File: config.mk
export PLATFORM = sky130hd
export DESIGN_NAME = sync_width_fifo
export DESIGN_NICKNAME = d
export VERILOG_FILES = /design/src/rtl/convking_fifo_pkg.sv /design/src/rtl/sync_width_fifo_ram.sv /design/src/rtl/sync_width_fifo.sv
export SDC_FILE = /design/constraint.sdc
export NUM_CORES = 2
export LEC_CHECK = 0
export ABC_AREA = 1
export BUFFER_PORTS_ARGS = -buffer_cell sky130_fd_sc_hd__buf_4
export CORE_MARGIN = 2
export CORE_UTILIZATION = 50
export CTS_CLUSTER_SIZE = 16
export DETAILED_ROUTE_END_ITERATION = 10
export PLACE_DENSITY = 0.7
export SLEW_MARGIN = 20
export SYNTH_ARGS = -nofsm -noshare
export SYNTH_HDL_FRONTEND = slang
export SYNTH_SLANG_ARGS = --single-unit
File: constraint.sdc
create_clock -name clk -period 6 [get_ports clk]
set_input_delay 0.9 -clock clk [delete_from_list [all_inputs] [get_ports clk]]
set_output_delay 0.9 -clock clk [all_outputs]
set_load 0.005 [all_outputs]
File: src/rtl/convking_fifo_pkg.sv
// Shared types and helpers for the ConvKing single-clock width-converting FIFO.
// SYNC_WIDTH_FIFO_FWFT_EN selects first-word-fall-through reads in the users of this package.
package convking_fifo_pkg;

  localparam int MAX_DATA_W = 1024;

  typedef logic [MAX_DATA_W-1:0] wide_t;

  typedef struct packed {
    logic wr_full;
    logic almost_full;
    logic rd_empty;
    logic almost_empty;
  } fifo_flags_t;

  localparam fifo_flags_t FLAGS_RESET = fifo_flags_t'{
    wr_full:      1'b0,
    almost_full:  1'b0,
    rd_empty:     1'b1,
    almost_empty: 1'b1
  };

  function automatic int clog2(input int value);
    int result;
    result = 0;
    for (int v = value - 1; v > 0; v = v >> 1) begin
      result = result + 1;
    end
    return result;
  endfunction

  function automatic int min_width(input int a, input int b);
    return (a < b) ? a : b;
  endfunction

  function automatic int units_ratio(input int width, input int unit_w);
    return width / unit_w;
  endfunction

  // Places one unit into lane `lane` of a wide word; lane 0 is the least significant.
  function automatic wide_t pack_lane(input wide_t word, input wide_t unit,
                                      input int lane, input int unit_w);
    wide_t mask;
    mask = (wide_t'(1'b1) << unit_w) - wide_t'(1'b1);
    return (word & ~(mask << (lane * unit_w))) | ((unit & mask) << (lane * unit_w));
  endfunction

endpackage

File: src/rtl/sync_width_fifo_ram.sv
// Unit-addressed storage for sync_width_fifo: WR_UNITS-wide write port, RD_UNITS-wide read port.
// SYNC_WIDTH_FIFO_FWFT_EN makes the read port asynchronous; otherwise it is registered.
module sync_width_fifo_ram
  import convking_fifo_pkg::*;
#(
  parameter int c_UNIT_W   = 16,
  parameter int c_WR_UNITS = 4,
  parameter int c_RD_UNITS = 1,
  parameter int c_ADDR_W   = 7
) (
  input  logic                             clk,
  input  logic                             rst,
  input  logic                             wr_en,
  input  logic [c_ADDR_W-1:0]              wr_addr,
  input  logic [c_WR_UNITS*c_UNIT_W-1:0]   wr_data,
  input  logic                             rd_en,
  input  logic [c_ADDR_W-1:0]              rd_addr,
  output logic [c_RD_UNITS*c_UNIT_W-1:0]   rd_data
);

  localparam int DEPTH = 1 << c_ADDR_W;
  localparam int RD_W  = c_RD_UNITS * c_UNIT_W;

  logic [c_UNIT_W-1:0] mem [DEPTH];
  wide_t               rd_word_s;
  logic                unused_hi_s;

  // Scatter the write word into consecutive units, lane 0 first.
  always_ff @(posedge clk) begin
    if (wr_en) begin
      for (int lane = 0; lane < c_WR_UNITS; lane++) begin
        mem[wr_addr + c_ADDR_W'(lane)] <= wr_data[lane*c_UNIT_W +: c_UNIT_W];
      end
    end
  end

  // Gather consecutive units into one read word, oldest unit in the low lane.
  always_comb begin
    rd_word_s = '0;
    for (int lane = 0; lane < c_RD_UNITS; lane++) begin
      rd_word_s = pack_lane(rd_word_s, wide_t'(mem[rd_addr + c_ADDR_W'(lane)]), lane, c_UNIT_W);
    end
  end

  assign unused_hi_s = ^rd_word_s[MAX_DATA_W-1:RD_W];

`ifdef SYNC_WIDTH_FIFO_FWFT_EN
  logic unused_ctrl_s;

  assign rd_data       = rd_word_s[RD_W-1:0];
  assign unused_ctrl_s = rst ^ rd_en;
`else
  logic [RD_W-1:0] rd_data_q;
  logic [RD_W-1:0] rd_data_d;

  // Output register only moves on an accepted read and holds otherwise.
  always_comb begin
    if (rd_en) begin
      rd_data_d = rd_word_s[RD_W-1:0];
    end else begin
      rd_data_d = rd_data_q;
    end
  end

  // Read data register.
  always_ff @(posedge clk) begin
    if (rst) begin
      rd_data_q <= '0;
    end else begin
      rd_data_q <= rd_data_d;
    end
  end

  assign rd_data = rd_data_q;
`endif

endmodule

File: src/rtl/sync_width_fifo.sv
// Single-clock width-converting FIFO: unit pointers, water level, flags and error pulses.
// Define SYNC_WIDTH_FIFO_FWFT_EN for first-word-fall-through reads.
module sync_width_fifo
  import convking_fifo_pkg::*;
#(
  parameter int c_WR_DATA_WIDTH    = 64,
  parameter int c_RD_DATA_WIDTH    = 16,
  parameter int c_DEPTH_WIDTH      = 7,
  parameter int c_ALMOST_FULL_NUM  = 120,
  parameter int c_ALMOST_EMPTY_NUM = 4
) (
  input  logic                       clk,
  input  logic                       rst,
  input  logic [c_WR_DATA_WIDTH-1:0] wr_data,
  input  logic                       wr_en,
  output logic                       wr_full,
  output logic                       almost_full,
  output logic                       wr_ovf,
  output logic [c_RD_DATA_WIDTH-1:0] rd_data,
  input  logic                       rd_en,
  output logic                       rd_empty,
  output logic                       almost_empty,
  output logic                       rd_udf,
  output logic [c_DEPTH_WIDTH:0]     water_level
);

  localparam int UNIT_W   = min_width(c_WR_DATA_WIDTH, c_RD_DATA_WIDTH);
  localparam int WR_UNITS = units_ratio(c_WR_DATA_WIDTH, UNIT_W);
  localparam int RD_UNITS = units_ratio(c_RD_DATA_WIDTH, UNIT_W);
  localparam int CAP      = 32'd1 << c_DEPTH_WIDTH;
  localparam int PW       = c_DEPTH_WIDTH + 1;

  localparam logic [PW-1:0] WR_STEP    = PW'(WR_UNITS);
  localparam logic [PW-1:0] RD_STEP    = PW'(RD_UNITS);
  localparam logic [PW-1:0] FULL_LIMIT = PW'(CAP - WR_UNITS);
  localparam logic [PW-1:0] AF_NUM     = PW'(c_ALMOST_FULL_NUM);
  localparam logic [PW-1:0] AE_NUM     = PW'(c_ALMOST_EMPTY_NUM);

  logic [PW-1:0] wptr_q, wptr_d;
  logic [PW-1:0] rptr_q, rptr_d;
  logic [PW-1:0] level_q, level_d;
  fifo_flags_t   flags_q, flags_d;
  logic          wr_ovf_q, wr_ovf_d;
  logic          rd_udf_q, rd_udf_d;
  logic          wr_accept_s;
  logic          rd_accept_s;

  // Acceptance uses the registered flags; the next flags come from the next level.
  always_comb begin
    wr_accept_s = wr_en & ~flags_q.wr_full;
    rd_accept_s = rd_en & ~flags_q.rd_empty;

    if (wr_accept_s) begin
      wptr_d = wptr_q + WR_STEP;
    end else begin
      wptr_d = wptr_q;
    end

    if (rd_accept_s) begin
      rptr_d = rptr_q + RD_STEP;
    end else begin
      rptr_d = rptr_q;
    end

    level_d = wptr_d - rptr_d;

    flags_d.wr_full      = level_d > FULL_LIMIT;
    flags_d.almost_full  = level_d >= AF_NUM;
    flags_d.rd_empty     = level_d < RD_STEP;
    flags_d.almost_empty = level_d <= AE_NUM;

    wr_ovf_d = wr_en & flags_q.wr_full;
    rd_udf_d = rd_en & flags_q.rd_empty;
  end

  // Pointer, level, flag and pulse registers.
  always_ff @(posedge clk) begin
    if (rst) begin
      wptr_q   <= '0;
      rptr_q   <= '0;
      level_q  <= '0;
      flags_q  <= FLAGS_RESET;
      wr_ovf_q <= 1'b0;
      rd_udf_q <= 1'b0;
    end else begin
      wptr_q   <= wptr_d;
      rptr_q   <= rptr_d;
      level_q  <= level_d;
      flags_q  <= flags_d;
      wr_ovf_q <= wr_ovf_d;
      rd_udf_q <= rd_udf_d;
    end
  end

  sync_width_fifo_ram #(
    .c_UNIT_W   (UNIT_W),
    .c_WR_UNITS (WR_UNITS),
    .c_RD_UNITS (RD_UNITS),
    .c_ADDR_W   (c_DEPTH_WIDTH)
  ) u_ram (
    .clk     (clk),
    .rst     (rst),
    .wr_en   (wr_accept_s),
    .wr_addr (wptr_q[c_DEPTH_WIDTH-1:0]),
    .wr_data (wr_data),
    .rd_en   (rd_accept_s),
    .rd_addr (rptr_q[c_DEPTH_WIDTH-1:0]),
    .rd_data (rd_data)
  );

  assign wr_full      = flags_q.wr_full;
  assign almost_full  = flags_q.almost_full;
  assign wr_ovf       = wr_ovf_q;
  assign rd_empty     = flags_q.rd_empty;
  assign almost_empty = flags_q.almost_empty;
  assign rd_udf       = rd_udf_q;
  assign water_level  = level_q;

endmodule

# After elaboration in Yosys (flattened, before gate mapping)
# Memory sizes are Yosys's and may differ from the RTL's. A register that Yosys moved wholly into a read port is not among the register bits.
# Index checks and enable logic that the tools add are counted.
# totals
register_bits	30
ramBits	2048
word_cells	30
mem_count	1
# op_classes
n_addsub	6
n_lt_le_gt_ge	4
n_mux	4
bitwise_logic	6
# memory_table
name	words	word_bits	rd	rd_clocked_by_memory_dff	write_ports	line	text
u_ram.mem	128	16	1	1	4	sync_width_fifo_ram.sv:24	logic [c_UNIT_W-1:0] mem [DEPTH];
# ops
op	n
$mux 8	2
$add 7x2->7 const B	2
$add 8x1->8 const B	1
$add 8x3->8 const B	1
$ge 8x7->1 const B	1
$gt 8x7->1 const B	1
$le 8x3->1 const B	1
$lt 8x1->1 const B	1
$sub 8x8->8	1
$add 7x1->7 const B	1
$and 1x1->1	4
$mux 1	2
$not 1->1	2

# Depth between registers and ports, before layout
# logic_depth
depth_word	5
ltp_mapped	20
depth_no_buf	20

# By module
# From an unflattened synthesis, not the netlist that was laid out.
# unflattened
cells_unflattened	23205
hier_area_um2	153258.2
# by_module_without_submodules
mod	n_inst	cells_each	area_per_inst_um2	seq_area_each_um2
sync_width_fifo_ram	1	22984	151725.5	61819.3
sync_width_fifo	1	221	1532.7	540.5

# Least setup slack after synthesis
# No wires, ideal clock.
# synth_timing
path_type	input to register
from	input wr_en
to	memory u_ram.mem[109][3], data pin
setup_time_ps	267
arrival_time_ps	5703
path_slack_ps	30
path_stages	9
path_cell_list	inv_1 -> nor2_4 -> nand2_1 -> clkbuf_1 -> nor2_1 -> clkinv_1 -> clkbuf_1 -> nand2_1 -> o21ai_0
# synth_lines
item	line	text
start, declared	sync_width_fifo.sv:15	input logic wr_en,
end, declared	sync_width_fifo_ram.sv:24	

==> results.toml <==
[run_status]
outcome = "complete, but fails checks"
violations = "design-rule violations"

[floorplan]
fp.dieH_um = 439
fp.dieArea_um2 = 193000
start_util = 0.503
coreArea_um2 = 188000
rows = 159
die_x_um = 439
ios = 98

[cts]
cts-buffers-inserted = 211
cts.sinks = 2091
cts_resized = 0
clockBufferDepth = 3
clk-insertion-delay-late_ns = 0.86
clk_pin_slew_ns = 0.06
htree_levels = 4
cts_root_buffer = "clkbuf_16"
cts_tree = "built"
post-cts-setup-buffers = 0
cts.hold.buffers_added = 0

[route]
wire_per_inst_um = 26.0
ant_nets = 0
via_per_inst = 6.34
wl_um = 298000
vias = 72700
drc = 8
drt-initial-drc-count = 11600
firstDrtPassIters = 11

[setup_path]
reg2reg_from = "rptr_q[0]"
worst_setup_path_end_kind = "flop"
crit_fanout = 124
crit_type = "flop to flop"
setup.worst_path.start_class = "flop"
critPathTopFamily = "buffers and inverters"
slowest_delay_ns = 0.70
critPathLaunch = "rptr_q[0]"
cp.arrival_ns = 4.73
slowest_stage = "inv_8"
worst_path_most_repeated_cell = "nand3_1"
cp_data_required_time_ns = 6.79
worstPathCellList = "inv_8, buf_4, buf_4, nor2_1, o211ai_1, nand3_1, nand3_1, nand3_1, nand2_1, nand3_1, a21oi_1"
crit_buf_inv = 3

[logic_synthesis]
yosysSeqAreaShare = 0.660
synth_compound_area_frac = 0.172
ys_seq_elements = 2091
yosys_warnings = 0
synth_mux_area_frac = 0
syn_area_um2 = 94500
synth_top_family_by_area = "compound AO/OA/AOI/OAI gates"
yosys.area_share.xor_xnor = 0.000463
synth-simple-area-share = 0.121
synth_fa_ha_area_frac = 0.000794
post-synth-top-area-cell = "edfxtp_1"
netlist_top_cells_area = "edfxtp_1 65%, o21ai_0 13%, nor2_1 5.6%"
yosys.cell_types.count = 30
synth_nets = 9218
syn_inst = 9144
synth.avg_cell_area_um2 = 10.3
synth_top_area_frac = 0.651

[sta]
worst-slew-pin-transition_ns = 1.20
maxSlewHeadroom = 0.203
clock.fmax_mhz = 254
fin_setup_tns_ns = 0
final-hold-violation-count = 0
rsz0062_at_grt = "false"
finalCritPeriodShare = 0.656
fin_hold_ws_ns = 0.296
setup_violations = 0
min_period_ns = 3.94
finalClockSkew_ns = 0.0334
final_max_slew_viol_count = 0

[grt]
grtUsageTotal = 0.303
grt_pass1_wl_um = 432000
grt_pass1_vias = 67700
grt_max_degree = 195
grt.overflow.total = 0
antenna_found_initial = 21

[cells_and_area]
design_area_um2 = 103000
mostFrequentLayoutCells = "2451 x o21ai_0, 2048 x edfxtp_1, 1389 x nor2_1, 1174 x nand2_1, 316 x nand3_1"
synthToLayoutAreaGrowth_pct = 9.14
drive_gt1_frac = 0.0711
fillers = 15700
fin_cells = 11500
fin_nets = 8853
layout_commonest_cell = "o21ai_0"

[worst_hold_path]
hold_path_class = "input port to flop"
holdCritStartpoint = "rd_en"

[pwr]
leakage_nw = 34.8
total_power_mw = 32.0
vdd_ir_drop_max_mv = 0.307
powerDensity_nw_per_um2 = 310

[placement]
portBuffers = 97
post_dp_cell_area_um2 = 96500
place_hpwl_um = 156000
gp_congestion = 0.861
dp_cells = 11100

[run]
maxCapViolations = 0
[flip-flops by register name (all words and copies together) (netlist names), named ones only]
| name | count |
|---|---|
| rptr_q | 8 |
| almost_full | 1 |
| rd_empty | 1 |
| u_ram.mem | 2048 |
| wptr_q | 5 |
| wr_full | 1 |
| wr_ovf | 1 |
| water_level | 7 |
| rd_udf | 1 |
| almost_empty | 1 |
| u_ram.rd_data | 16 |
[stage by stage]
stage               setup slack [ns]   util
floorplan                     0.0302      -
finish                          2.06  0.549
global route                    1.91  0.549
detailed placement              1.81  0.514
global placement                1.82  0.514
CTS                             2.18  0.549
[layout make-up]
type | instances | area, um2 | area share
Multi-Input combinational cell | 6029 | 28100 | 0.272
Sequential cell | 2091 | 62400 | 0.605
Timing Repair Buffer | 246 | 2140 | 0.0207
Antenna cell | 8 | 20.0 | 0.000194
Tap cell | 2495 | 3120 | 0.0303
Clock buffer | 264 | 5510 | 0.0534
Inverter | 200 | 797 | 0.00773
Clock inverter | 130 | 1100 | 0.0106
[where the power goes]
part	leakage [nW]	internal [mW]	total, mW	switching (mW)
clock	3.22	7.07	12.8	5.72
combinational	12.8	0.729	2.85	2.12
sequential	18.8	16.3	16.4	0.0821
[cell families (layout without fill, tap and decap cells)]
family / Yosys count / after routing
flops: 2091 / 2091
simple gates: 2930 / 2930
xor+xnor: 5 / 5
other cells: 0 / 8
compound gates: 3088 / 3088
buf+inv: 1024 / 840
fa+ha+maj: 6 / 6
[routing by layer]
metal,GRT usage,share of wire,vias up
met3,0.0687,0.13,809
met5,0,0.00030,-
met4,0.164,0.059,12
met2,0.472,0.45,4710
met1,0.397,0.36,35200
li1,-,-,32000
[Yosys cell counts]
cell type  instances
nor3_1             1
buf_6             10
buf_2            159
buf_4             50
o21ai_0         2451
nor2_1          1422
nand2_1         1175
o22ai_1          133
clkbuf_1         529
xor2_1             3
nor4_1             1
nand3_1          316
dfxtp_1           43
edfxtp_1        2048
xnor2_1            2
nor2_2             1
nor2_4             1
inv_2             16
nand4_1            7
buf_1             76
o21ai_1          126
o21bai_1           1
or2_2              5
inv_1            160
and2_1             1
o211ai_1         258
a21oi_1          109
clkinv_1          24
ha_1               6
a31oi_1           10
[worst min-delay path, delay by kind of cell]
kind	cells	cell delay, ns
buffers and inverters	1	0.13
AND/OR/NAND/NOR	2	0.08
[path summary, 6_finish.rpt]
check / to / slack, ns / depth (start not counted)
hold reg to reg: u_ram.rd_data[5] / 0.47 / 2
setup / recovery: u_ram.rd_data[2] / 2.06 / 11
hold / removal: rd_udf / 0.30 / 3
setup reg to reg: u_ram.rd_data[2] / 2.06 / 11
Note: power is estimated with default switching activity, not from simulation.
